`config.mk`:
```
export PLATFORM = sky130hd
export DESIGN_NAME = pixel_compositor
export DESIGN_NICKNAME = d
export VERILOG_FILES = /design/src/rtl/game_pkg.sv /design/src/rtl/fade_ctrl.sv /design/src/rtl/pixel_compositor.sv
export SDC_FILE = /design/constraint.sdc
export NUM_CORES = 1
export LEC_CHECK = 0
export BUFFER_PORTS_ARGS = -buffer_cell sky130_fd_sc_hd__buf_4
export CAP_MARGIN = 20
export CORE_UTILIZATION = 30
export CTS_BUF_LIST = sky130_fd_sc_hd__clkbuf_8
export DETAILED_ROUTE_END_ITERATION = 7
export PLACE_DENSITY = 0.52
export SYNTH_ARGS = -nofsm -noshare
export SYNTH_HDL_FRONTEND = slang
export SYNTH_SLANG_ARGS = --single-unit
```
`constraint.sdc`:
```
create_clock -name clk -period 6.88 [get_ports clk]
set_input_delay 0.688 -clock clk [delete_from_list [all_inputs] [get_ports clk]]
set_output_delay 0.688 -clock clk [all_outputs]
set_load 0.05 [all_outputs]
```
`src/rtl/game_pkg.sv`:
```
`default_nettype none
// ---------------------------------------------------------------------------
// game_pkg: scene codes, tile IDs, colour key and fade types shared by the
// address generator and the pixel compositor.            Rev 1.0
// ---------------------------------------------------------------------------
package game_pkg;

  localparam logic [3:0] SC_START = 4'd0;
  localparam logic [3:0] SC_PLAY  = 4'd1;
  localparam logic [3:0] SC_LOSE  = 4'd2;
  localparam logic [3:0] SC_WIN   = 4'd3;
  localparam logic [3:0] SC_BOSS  = 4'd4;

  localparam logic [3:0] TILE_EMPTY  = 4'd0;
  localparam logic [3:0] TILE_SPIKE  = 4'd1;
  localparam logic [3:0] TILE_GATE_1 = 4'd2;
  localparam logic [3:0] TILE_GATE_2 = 4'd3;
  localparam logic [3:0] TILE_GATE_3 = 4'd4;
  localparam logic [3:0] TILE_LADDER = 4'd5;
  localparam logic [3:0] TILE_KEY    = 4'd6;
  localparam logic [3:0] TILE_DOOR   = 4'd7;
  localparam logic [3:0] TILE_FLOOR  = 4'd8;
  localparam logic [3:0] TILE_WALL   = 4'd9;

  localparam logic [11:0] COLOR_KEY_DEFAULT = 12'hF0F;

  localparam int FADE_W = 5;
  localparam logic [FADE_W-1:0] FADE_MAX = 5'd16;

  typedef enum logic [1:0] {
    FADE_IDLE = 2'd0,
    FADE_OUT  = 2'd1,
    FADE_WAIT = 2'd2,
    FADE_IN   = 2'd3
  } fade_state_e;

  // One pipeline stage of the T0-side delay line.
  typedef struct packed {
    logic active;
    logic top;
    logic hs;
    logic vs;
  } tap_t;

  // (c * L) >> 4; L = 16 is identity, so the product never exceeds 8 bits.
  function automatic logic [3:0] fade_channel(input logic [3:0] c,
                                              input logic [FADE_W-1:0] lvl);
    logic [7:0] prod;
    prod = 8'(c) * 8'(lvl);
    return prod[7:4];
  endfunction

endpackage
`default_nettype wire

```
`src/rtl/fade_ctrl.sv`:
```
`default_nettype none
// ---------------------------------------------------------------------------
// fade_ctrl: vsync-paced fade level sequencer for scene changes.  Rev 1.0
// ---------------------------------------------------------------------------
module fade_ctrl
  import game_pkg::*;
#(
  parameter int FRAMES_PER_STEP = 2
) (
  input  logic              clk,
  input  logic              rst,
  input  logic              vsync_in,
  input  logic [3:0]        state,
  input  logic [3:0]        next_state,
  output logic [FADE_W-1:0] level,
  output logic              fade_done,
  output logic              fading
);

  localparam logic [3:0] C_STEP_LAST = 4'(FRAMES_PER_STEP - 1);

  fade_state_e       r_fsm, w_fsm_nxt;
  logic [FADE_W-1:0] r_level, w_level_nxt;
  logic [3:0]        r_frame_cnt, w_frame_cnt_nxt;
  logic              r_vs_prev;
  logic              r_fade_done, w_fade_done_nxt;
  logic              w_tick, w_step, w_req;

  assign w_tick = vsync_in & ~r_vs_prev;
  assign w_step = w_tick && (r_frame_cnt == C_STEP_LAST);
  assign w_req  = (next_state != state);

  always_ff @(posedge clk or posedge rst) begin
    if (rst) begin
      r_fsm       <= FADE_IDLE;
      r_level     <= FADE_MAX;
      r_frame_cnt <= '0;
      r_vs_prev   <= 1'b1;
      r_fade_done <= 1'b0;
    end else begin
      r_fsm       <= w_fsm_nxt;
      r_level     <= w_level_nxt;
      r_frame_cnt <= w_frame_cnt_nxt;
      r_vs_prev   <= vsync_in;
      r_fade_done <= w_fade_done_nxt;
    end
  end

  // A request change always wins over a simultaneous step: L holds that cycle.
  always_comb begin
    w_fsm_nxt       = r_fsm;
    w_level_nxt     = r_level;
    w_fade_done_nxt = 1'b0;
    w_frame_cnt_nxt = r_frame_cnt;
    if (w_tick) begin
      w_frame_cnt_nxt = w_step ? 4'd0 : r_frame_cnt + 4'd1;
    end
    case (r_fsm)
      FADE_IDLE: begin
        w_level_nxt = FADE_MAX;
        if (w_req) w_fsm_nxt = FADE_OUT;
      end
      FADE_OUT: begin
        if (!w_req) begin
          w_fsm_nxt = FADE_IN;
        end else if (w_step) begin
          if (r_level <= 5'd1) begin
            w_level_nxt     = '0;
            w_fsm_nxt       = FADE_WAIT;
            w_fade_done_nxt = 1'b1;
          end else begin
            w_level_nxt = r_level - 5'd1;
          end
        end
      end
      FADE_WAIT: begin
        w_level_nxt = '0;
        if (!w_req) w_fsm_nxt = FADE_IN;
      end
      FADE_IN: begin
        if (w_req) begin
          w_fsm_nxt = FADE_OUT;
        end else if (w_step) begin
          w_level_nxt = r_level + 5'd1;
          if (r_level >= FADE_MAX - 5'd1) begin
            w_level_nxt = FADE_MAX;
            w_fsm_nxt   = FADE_IDLE;
          end
        end
      end
      default: begin
        w_fsm_nxt   = FADE_IDLE;
        w_level_nxt = FADE_MAX;
      end
    endcase
    if (w_fsm_nxt != r_fsm) w_frame_cnt_nxt = '0;
  end

  assign level     = r_level;
  assign fade_done = r_fade_done;
  assign fading    = (r_fsm != FADE_IDLE);

endmodule
`default_nettype wire

```
`src/rtl/pixel_compositor.sv`:
```
`default_nettype none
// ---------------------------------------------------------------------------
// pixel_compositor: resolves sprite/tile colour, delays syncs and applies the
// scene fade before driving the VGA pins.                 Rev 1.0
// ---------------------------------------------------------------------------
module pixel_compositor
  import game_pkg::*;
#(
  parameter logic [11:0] COLOR_KEY       = COLOR_KEY_DEFAULT,
  parameter logic [11:0] BG_PLAY         = 12'h000,
  parameter int          FRAMES_PER_STEP = 2
) (
  input  logic        clk,
  input  logic        rst,
  input  logic [9:0]  h_cnt,
  input  logic [9:0]  v_cnt,
  input  logic        hsync_in,
  input  logic        vsync_in,
  input  logic [11:0] pixel_data,
  input  logic        show_pixel,
  input  logic [3:0]  tile_id,
  input  logic        is_char_sync,
  input  logic        is_char_sync_1,
  input  logic [4:0]  gate_open,
  input  logic        spike_on,
  input  logic [3:0]  state,
  input  logic [3:0]  next_state,
  output logic [3:0]  vga_red,
  output logic [3:0]  vga_green,
  output logic [3:0]  vga_blue,
  output logic        hsync,
  output logic        vsync,
  output logic        fade_done,
  output logic        fading
);

  localparam tap_t C_TAP_RESET = '{active: 1'b0, top: 1'b0, hs: 1'b1, vs: 1'b1};

  tap_t              r_tap [3];
  tap_t              w_tap_in;
  logic [FADE_W-1:0] w_level;
  logic [11:0]       w_color;
  logic              w_char, w_gate_hit, w_tile_vis;
  logic              w_unused_gate;

  assign w_tap_in.active = (h_cnt < 10'd640) && (v_cnt < 10'd480);
  assign w_tap_in.top    = (v_cnt < 10'd256);
  assign w_tap_in.hs     = hsync_in;
  assign w_tap_in.vs     = vsync_in;

  always_ff @(posedge clk or posedge rst) begin
    if (rst) begin
      for (int i = 0; i < 3; i++) r_tap[i] <= C_TAP_RESET;
    end else begin
      r_tap[0] <= w_tap_in;
      for (int i = 1; i < 3; i++) r_tap[i] <= r_tap[i-1];
    end
  end

  // Gate-open bits 4/3/2 map to gates 1/2/3; the low two bits carry no gate.
  assign w_unused_gate = ^gate_open[1:0];
  assign w_char        = is_char_sync | is_char_sync_1;
  assign w_gate_hit    = ((tile_id == TILE_GATE_1) && gate_open[4]) ||
                         ((tile_id == TILE_GATE_2) && gate_open[3]) ||
                         ((tile_id == TILE_GATE_3) && gate_open[2]);
  assign w_tile_vis    = (tile_id != TILE_EMPTY) && !w_gate_hit &&
                         !((tile_id == TILE_SPIKE) && !spike_on);

  always_comb begin
    w_color = BG_PLAY;
    if (!r_tap[2].active) begin
      w_color = 12'h000;
    end else begin
      case (state)
        SC_START, SC_LOSE, SC_WIN: w_color = pixel_data;
        SC_PLAY, SC_BOSS: begin
          if ((state == SC_BOSS) && r_tap[2].top)      w_color = pixel_data;
          else if (w_char && (pixel_data != COLOR_KEY)) w_color = pixel_data;
          else if (show_pixel && w_tile_vis)            w_color = pixel_data;
          else                                          w_color = BG_PLAY;
        end
        default: w_color = BG_PLAY;
      endcase
    end
  end

  always_ff @(posedge clk or posedge rst) begin
    if (rst) begin
      vga_red   <= 4'h0;
      vga_green <= 4'h0;
      vga_blue  <= 4'h0;
      hsync     <= 1'b1;
      vsync     <= 1'b1;
    end else begin
      vga_red   <= fade_channel(w_color[11:8], w_level);
      vga_green <= fade_channel(w_color[7:4],  w_level);
      vga_blue  <= fade_channel(w_color[3:0],  w_level);
      hsync     <= r_tap[2].hs;
      vsync     <= r_tap[2].vs;
    end
  end

  fade_ctrl #(
    .FRAMES_PER_STEP(FRAMES_PER_STEP)
  ) u_fade_ctrl (
    .clk       (clk),
    .rst       (rst),
    .vsync_in  (vsync_in),
    .state     (state),
    .next_state(next_state),
    .level     (w_level),
    .fade_done (fade_done),
    .fading    (fading)
  );

endmodule
`default_nettype wire

```
Word level (Yosys, flattened, before mapping). Cells that the tools add are included.

Logic and storage cells: 106. Register bits: 38.

Add/sub/neg operators: 3. Order comparisons: 5. $mul: 3. Mux-type cells: 28. Equality and inequality tests: 19. Reductions and logical operators: 24. Bitwise operators: 3.

Operators by type and width (count): $mux W12 (4); $mux W5 (6); $mul A4 B5 Y8 (3); $pmux W12 S2 (1); $lt A10 B9 Y1 const B (2); $pmux W5 S4 (1); $eq A4 B2 Y1 const B (4); $mux W2 (8); $eq A4 B1 Y1 const B (3); $mux W4 (3); $ne A12 B12 Y1 const B (1); $logic_and A1 B1 Y1 (11); $lt A10 B10 Y1 const B (1); $eq A4 B3 Y1 const B (2); $pmux W2 S4 (1); $ne A2 B1 Y1 const B (3); $add A5 B1 Y5 const B (1); $ge A5 B4 Y1 const B (1); $le A5 B1 Y1 const B (1); $sub A5 B1 Y5 const B (1); $add A4 B1 Y4 const B (1); $eq A2 B2 Y1 const B (2); $logic_not A4 Y1 (1); $mux W1 (4); 15 further kinds (19).

Depth between registers and ports, before layout.
Depth in word-level cells: 14. Depth in mapped cells: 17. Gate-level depth less buffers: 15.

Modules after synthesis. A second synthesis with hierarchy kept.

Cells, all modules: 348. Area, all modules: 3364.5 µm².

Modules (own cells, without submodules): pixel_compositor (area each 2331.0 µm², instances 1, cells an instance 233); fade_ctrl (area each 1033.5 µm², instances 1, cells an instance 115).

Worst setup path after synthesis. No wires, ideal clock.

Kind: in2reg. Start point: input pixel_data[5]. End point: register vga_blue[3]. Stages: 16. Library setup time: 0.124 ns. Arrival: 4.219 ns. Setup slack: 2.536 ns. Buffers on the path: 2. Data required time: 6.756 ns. Cell sequence: or4_1 -> nor3_2 -> o32ai_4 -> or2_1 -> buf_6 -> buf_6 -> and3_1 -> fa_1 -> inv_1 -> fa_1 -> inv_1 -> ha_1 -> a21o_1 -> nor3_1 -> a21oi_1 -> xnor2_1.

Cells in the longest elaborated chain, start to end: 7.

Ends and longest elaborated chain: start, declared (line pixel_compositor.sv:19) `input logic [11:0] pixel_data,`; $ne A12 B12 Y1 (line pixel_compositor.sv:78) `else if (w_char && (pixel_data != COLOR_KEY)) w_color = pixel_data;`; $logic_and A1 B1 Y1 (line pixel_compositor.sv:78); $mux W12 (line pixel_compositor.sv:78); $mux W12 (line pixel_compositor.sv:77) `if ((state == SC_BOSS) && r_tap[2].top) w_color = pixel_data;`; $pmux W12 S2 (line pixel_compositor.sv:74) `case (state)`; $mux W12 (line pixel_compositor.sv:71) `if (!r_tap[2].active) begin`; $mul A4 B5 Y8 (line game_pkg.sv:49) `prod = 8'(c) * 8'(lvl);`; end signal, assigned (line pixel_compositor.sv:97) `vga_blue <= fade_channel(w_color[3:0], w_level);`; end, declared (line pixel_compositor.sv:30) `output logic [3:0] vga_blue,`.

No other way between the ends. A chain may end at the register's enable or synchronous reset.

Worst setup path in the final report.
Start point: input state[0]. End point: register vga_red[3].

Cells in the longest elaborated chain, start to end: 6. Elaborated cells between the ends (all ways): 12. Those cells by class: mul: 1; eq/ne: 4; mux: 3; reduce/logical: 4.

Ends and longest elaborated chain: start, declared (line pixel_compositor.sv:26) `input logic [3:0] state,`; $eq A4 B3 Y1 (line pixel_compositor.sv:74, pixel_compositor.sv:77); $logic_and A1 B1 Y1 (line pixel_compositor.sv:77); $mux W12 (line pixel_compositor.sv:77); $pmux W12 S2 (*) (line pixel_compositor.sv:74); $mux W12 (*) (line pixel_compositor.sv:71); $mul A4 B5 Y8 (*) (line game_pkg.sv:49); end signal, assigned (line pixel_compositor.sv:95) `vga_red <= fade_channel(w_color[11:8], w_level);`; end, declared (line pixel_compositor.sv:28) `output logic [3:0] vga_red,`.

Mark *: on every way between the ends. The rest lies on a longest branch, timed or not.

==> flow_summary.rst <==
.. list-table::
   :header-rows: 1

   * - Metric
     - Value
   * - Number of enable-type register cells in the synthesized netlist
     - 0
   * - # fillers
     - 1054
   * - Detailed-routing iteration count for the pre-antenna-repair pass
     - 4
   * - Total placed instance area
     - 3730 um^2
   * - Max Freq
     - 194 MHz
   * - Dominant cell by count in the synthesized netlist
     - ha_1
   * - Final worst path period share
     - 0.750
   * - Initial antenna violation count
     - 0
   * - Final design instance area without fill
     - 3820 um^2
   * - Crit-path slowest cell
     - or2_1
   * - Cells along the critical path
     - buf_4, xnor2_1, or4_4, a311oi_4, or2_1, and2_1, nand2_1, fa_1, fa_1, inv_1, ha_1, and4_1, o2111ai_1, a21oi_1, xnor2_1
   * - Synth area leaders
     - dfrtp_1 23%, ha_1 13%, fa_1 9.4%
   * - Netlist area before placement
     - 3190 um^2
   * - RR Endpoint
     - vga_red[3]
   * - Fraction of layout cells with a size suffix above 1
     - 0.213
   * - Peak supply drop
     - 0.0000969 V
   * - Wire length of the first global-routing pass
     - 12000 um
   * - Number of global-route vias before repair
     - 2620
   * - Die height
     - 105 um
   * - Prevailing post-synth register cell
     - dfrtp_1
   * - Worst clock skew
     - 0.00789 ns
   * - Horizontal die dimension
     - 105 um
   * - Drt first-iter violations
     - 102
   * - RSZ-0062 raised after global routing
     - no
   * - CP Launch Type
     - input port
   * - Worst setup path class
     - in2reg
   * - Detailed placer's ending HPWL
     - 5110 um
   * - TritonCTS clock tree
     - done
   * - Drc violations
     - 0
   * - Hold Slack
     - 0.350 ns
   * - CTS H-tree depth
     - 2
   * - Non-Filler Instances
     - 530
   * - # nets final
     - 498
   * - Hold-fix buffer count after cts
     - 0
   * - CTS Buffer Depth
     - 2
   * - Biggest cell delay along the critical path
     - 0.84 ns
   * - Final estimated routing congestion in global placement
     - 0.732
   * - Top Ports
     - 73
   * - Instance count after placement with tap cells included
     - 522
   * - Number of distinct library cell variants in the gate-level netlist after synthesis
     - 47
   * - Average cell area after synthesis
     - 9.41 um^2
   * - Routed length per instance
     - 13.0 um
   * - Warnings, synthesis
     - 0
   * - Placeable Area
     - 10300 um^2
   * - Tightest Pin Transition
     - 0.979 ns
   * - Gate count of the mapped netlist
     - 339
   * - CTS clk-pin slew, worst paths
     - 0.07 ns
   * - Path type of the worst min-delay path
     - reg2reg
   * - Starting density of the core
     - 0.309
   * - Ys async rst share
     - 1.00
   * - Worst-case setup slack after placement
     - 1.37 ns
   * - Final sum of negative setup slack
     - 0 ns
   * - Worst hold start
     - r_tap[11]
   * - Worst EP arrival
     - 5.37 ns
   * - Largest fanout of any net on the critical path
     - 38
   * - Remaining number of nets flagged by the antenna check after routing
     - 0
   * - Relative slew margins
     - 0.347
   * - Setup slack of the worst register-to-register path
     - 1.91 ns
   * - Post-synth top cells
     - 33 x ha_1, 32 x inv_1, 31 x and3_1
   * - Req. time, crit path
     - 7.09 ns
   * - Post-layout utilization of the core
     - 0.371
   * - Row Count
     - 37
   * - Post-CTS setup buffer count
     - 0
   * - Cell taking the most area after synthesis
     - dfrtp_1
   * - Final Max Tran Viols
     - 0
   * - Number of nets in the synthesized netlist
     - 444
   * - Endpoint of the worst setup timing path
     - vga_red[3]
   * - Total of endpoints with negative setup slack in the final report
     - 0
   * - Clk root buf
     - clkbuf_8
   * - Endpoints failing hold
     - 0
   * - Final WL
     - 6900 um
   * - Port buffer count
     - 58
   * - Total chip power
     - 0.765 mW
   * - Area growth syn-to-layout
     - 19.9%
   * - Least setup slack across all paths after layout
     - 1.72 ns
   * - DR vias/cell
     - 4.81
   * - Number of clock buffers inserted by TritonCTS
     - 5
   * - Reg2reg start
     - r_tap[3]
   * - Aggregate global-route resource usage
     - 0.135
   * - PD cells
     - 200 nW/um^2
   * - Static leakage power
     - 2.00 nW
   * - Worst reg-to-reg path cell count
     - 14
   * - Total clock sinks
     - 38
   * - Outcome
     - finished, final reports clean
   * - Largest net degree at the start of global routing
     - 39
   * - Seq/Total Area, Yosys
     - 0.302
   * - Total number of vias
     - 2550
   * - Critical path startpoint
     - state[0]
   * - Gr ovfl total
     - 0
   * - Resize count post-CTS
     - 0
   * - Critical Path End Type
     - register
   * - Number of synthesized register bits
     - 38
   * - Skew-Pair Late Insertion Delay
     - 0.29 ns
   * - Antenna diode instance count
     - 0
   * - Area share of the largest cell type after synthesis
     - 0.228
   * - Total die area
     - 11000 um^2
   * - Minimum clock period after layout
     - 5.16 ns
   * - Max-cap violations
     - 0
## worst min-delay path by stage
stage / cells after the start / to
2_1_floorplan: 0 / r_tap[2]
3_3_place_gp: 0 / r_tap[6]
3_5_place_dp: 0 / r_tap[7]
4_1_cts: 0 / r_tap[7]
5_1_grt: 0 / r_tap[2]
6_report: 0 / r_tap[7]
## per-layer routing
metal / global-route usage / vias to the layer above / wire (um)
met5: 0 / - / 0
met4: 0.0322 / 0 / 55
met3: 0.0243 / 4 / 324
met2: 0.224 / 64 / 3230
met1: 0.182 / 1212 / 3290
li1: - / 1270 / -
## state kept, by name (all words and copies together), names as in the netlist
name                     cells
vga_blue                     4
u_fade_ctrl.fade_done        1
vga_green                    4
u_fade_ctrl.r_fsm            2
vsync                        1
vga_red                      4
u_fade_ctrl.level            5
r_tap                       11
u_fade_ctrl.r_frame_cnt      4
u_fade_ctrl.r_vs_prev        1
hsync                        1
## critical path, delay by kind of cell
| family | cells | cell delay, ns |
|---|---|---|
| compound gates | 3 | 1.02 |
| xor+xnor | 2 | 0.25 |
| fa+ha+maj | 3 | 1.32 |
| buf+inv | 2 | 0.17 |
| simple gates | 5 | 1.91 |
## cell type report
cell class / count / area [um^2] / share of cell area
clock buffer: 6 / 82.6 / 0.0216
clock inverter: 2 / 8.76 / 0.00229
inverter: 32 / 120 / 0.0314
multi-input combinational: 257 / 2040 / 0.533
sequential: 38 / 962 / 0.252
tap: 136 / 170 / 0.0445
timing repair buffer: 59 / 443 / 0.116
## cells in the final DEF, fill, tap and decap left out, types with 3 or more instances in the layout
cell and count:
inv_1 33, nor2_1 19, or2_2 3, nand4_1 6, nand2_1 29, dfrtp_1 29
dfstp_2 9, and3_1 31, nor3_1 7, o21ai_0 8, buf_4 59, nand2b_1 7
a21oi_1 14, a21o_1 4, o211ai_1 3, and2_1 6, xnor2_1 22, clkbuf_8 6
a31oi_1 4, o22ai_1 3, xor2_1 5, fa_1 15, ha_1 33, nor2b_1 7
## cell families (layout without fill, tap and decap cells)
kind of cell | after synthesis | after routing | share of synthesized area
XOR/XNOR | 27 | 27 | 0.0741
AND/OR/NAND/NOR | 126 | 126 | 0.211
multiplexers | 2 | 2 | 0.00628
flip-flops | 38 | 38 | 0.302
adder cells (fa/ha/maj) | 48 | 48 | 0.224
buffers and inverters | 44 | 99 | 0.0592
AO/OA/AOI/OAI | 54 | 54 | 0.124
## power breakdown
part / switching (mW) / internal, mW / leakage, nW
sequential: 0.0682 / 0.261 / 0.476
clock: 0.0806 / 0.0795 / 0.0524
combinational: 0.156 / 0.120 / 1.47
total: 0.305 / 0.460 / 2.00
Power figures use the tool's default switching activity.
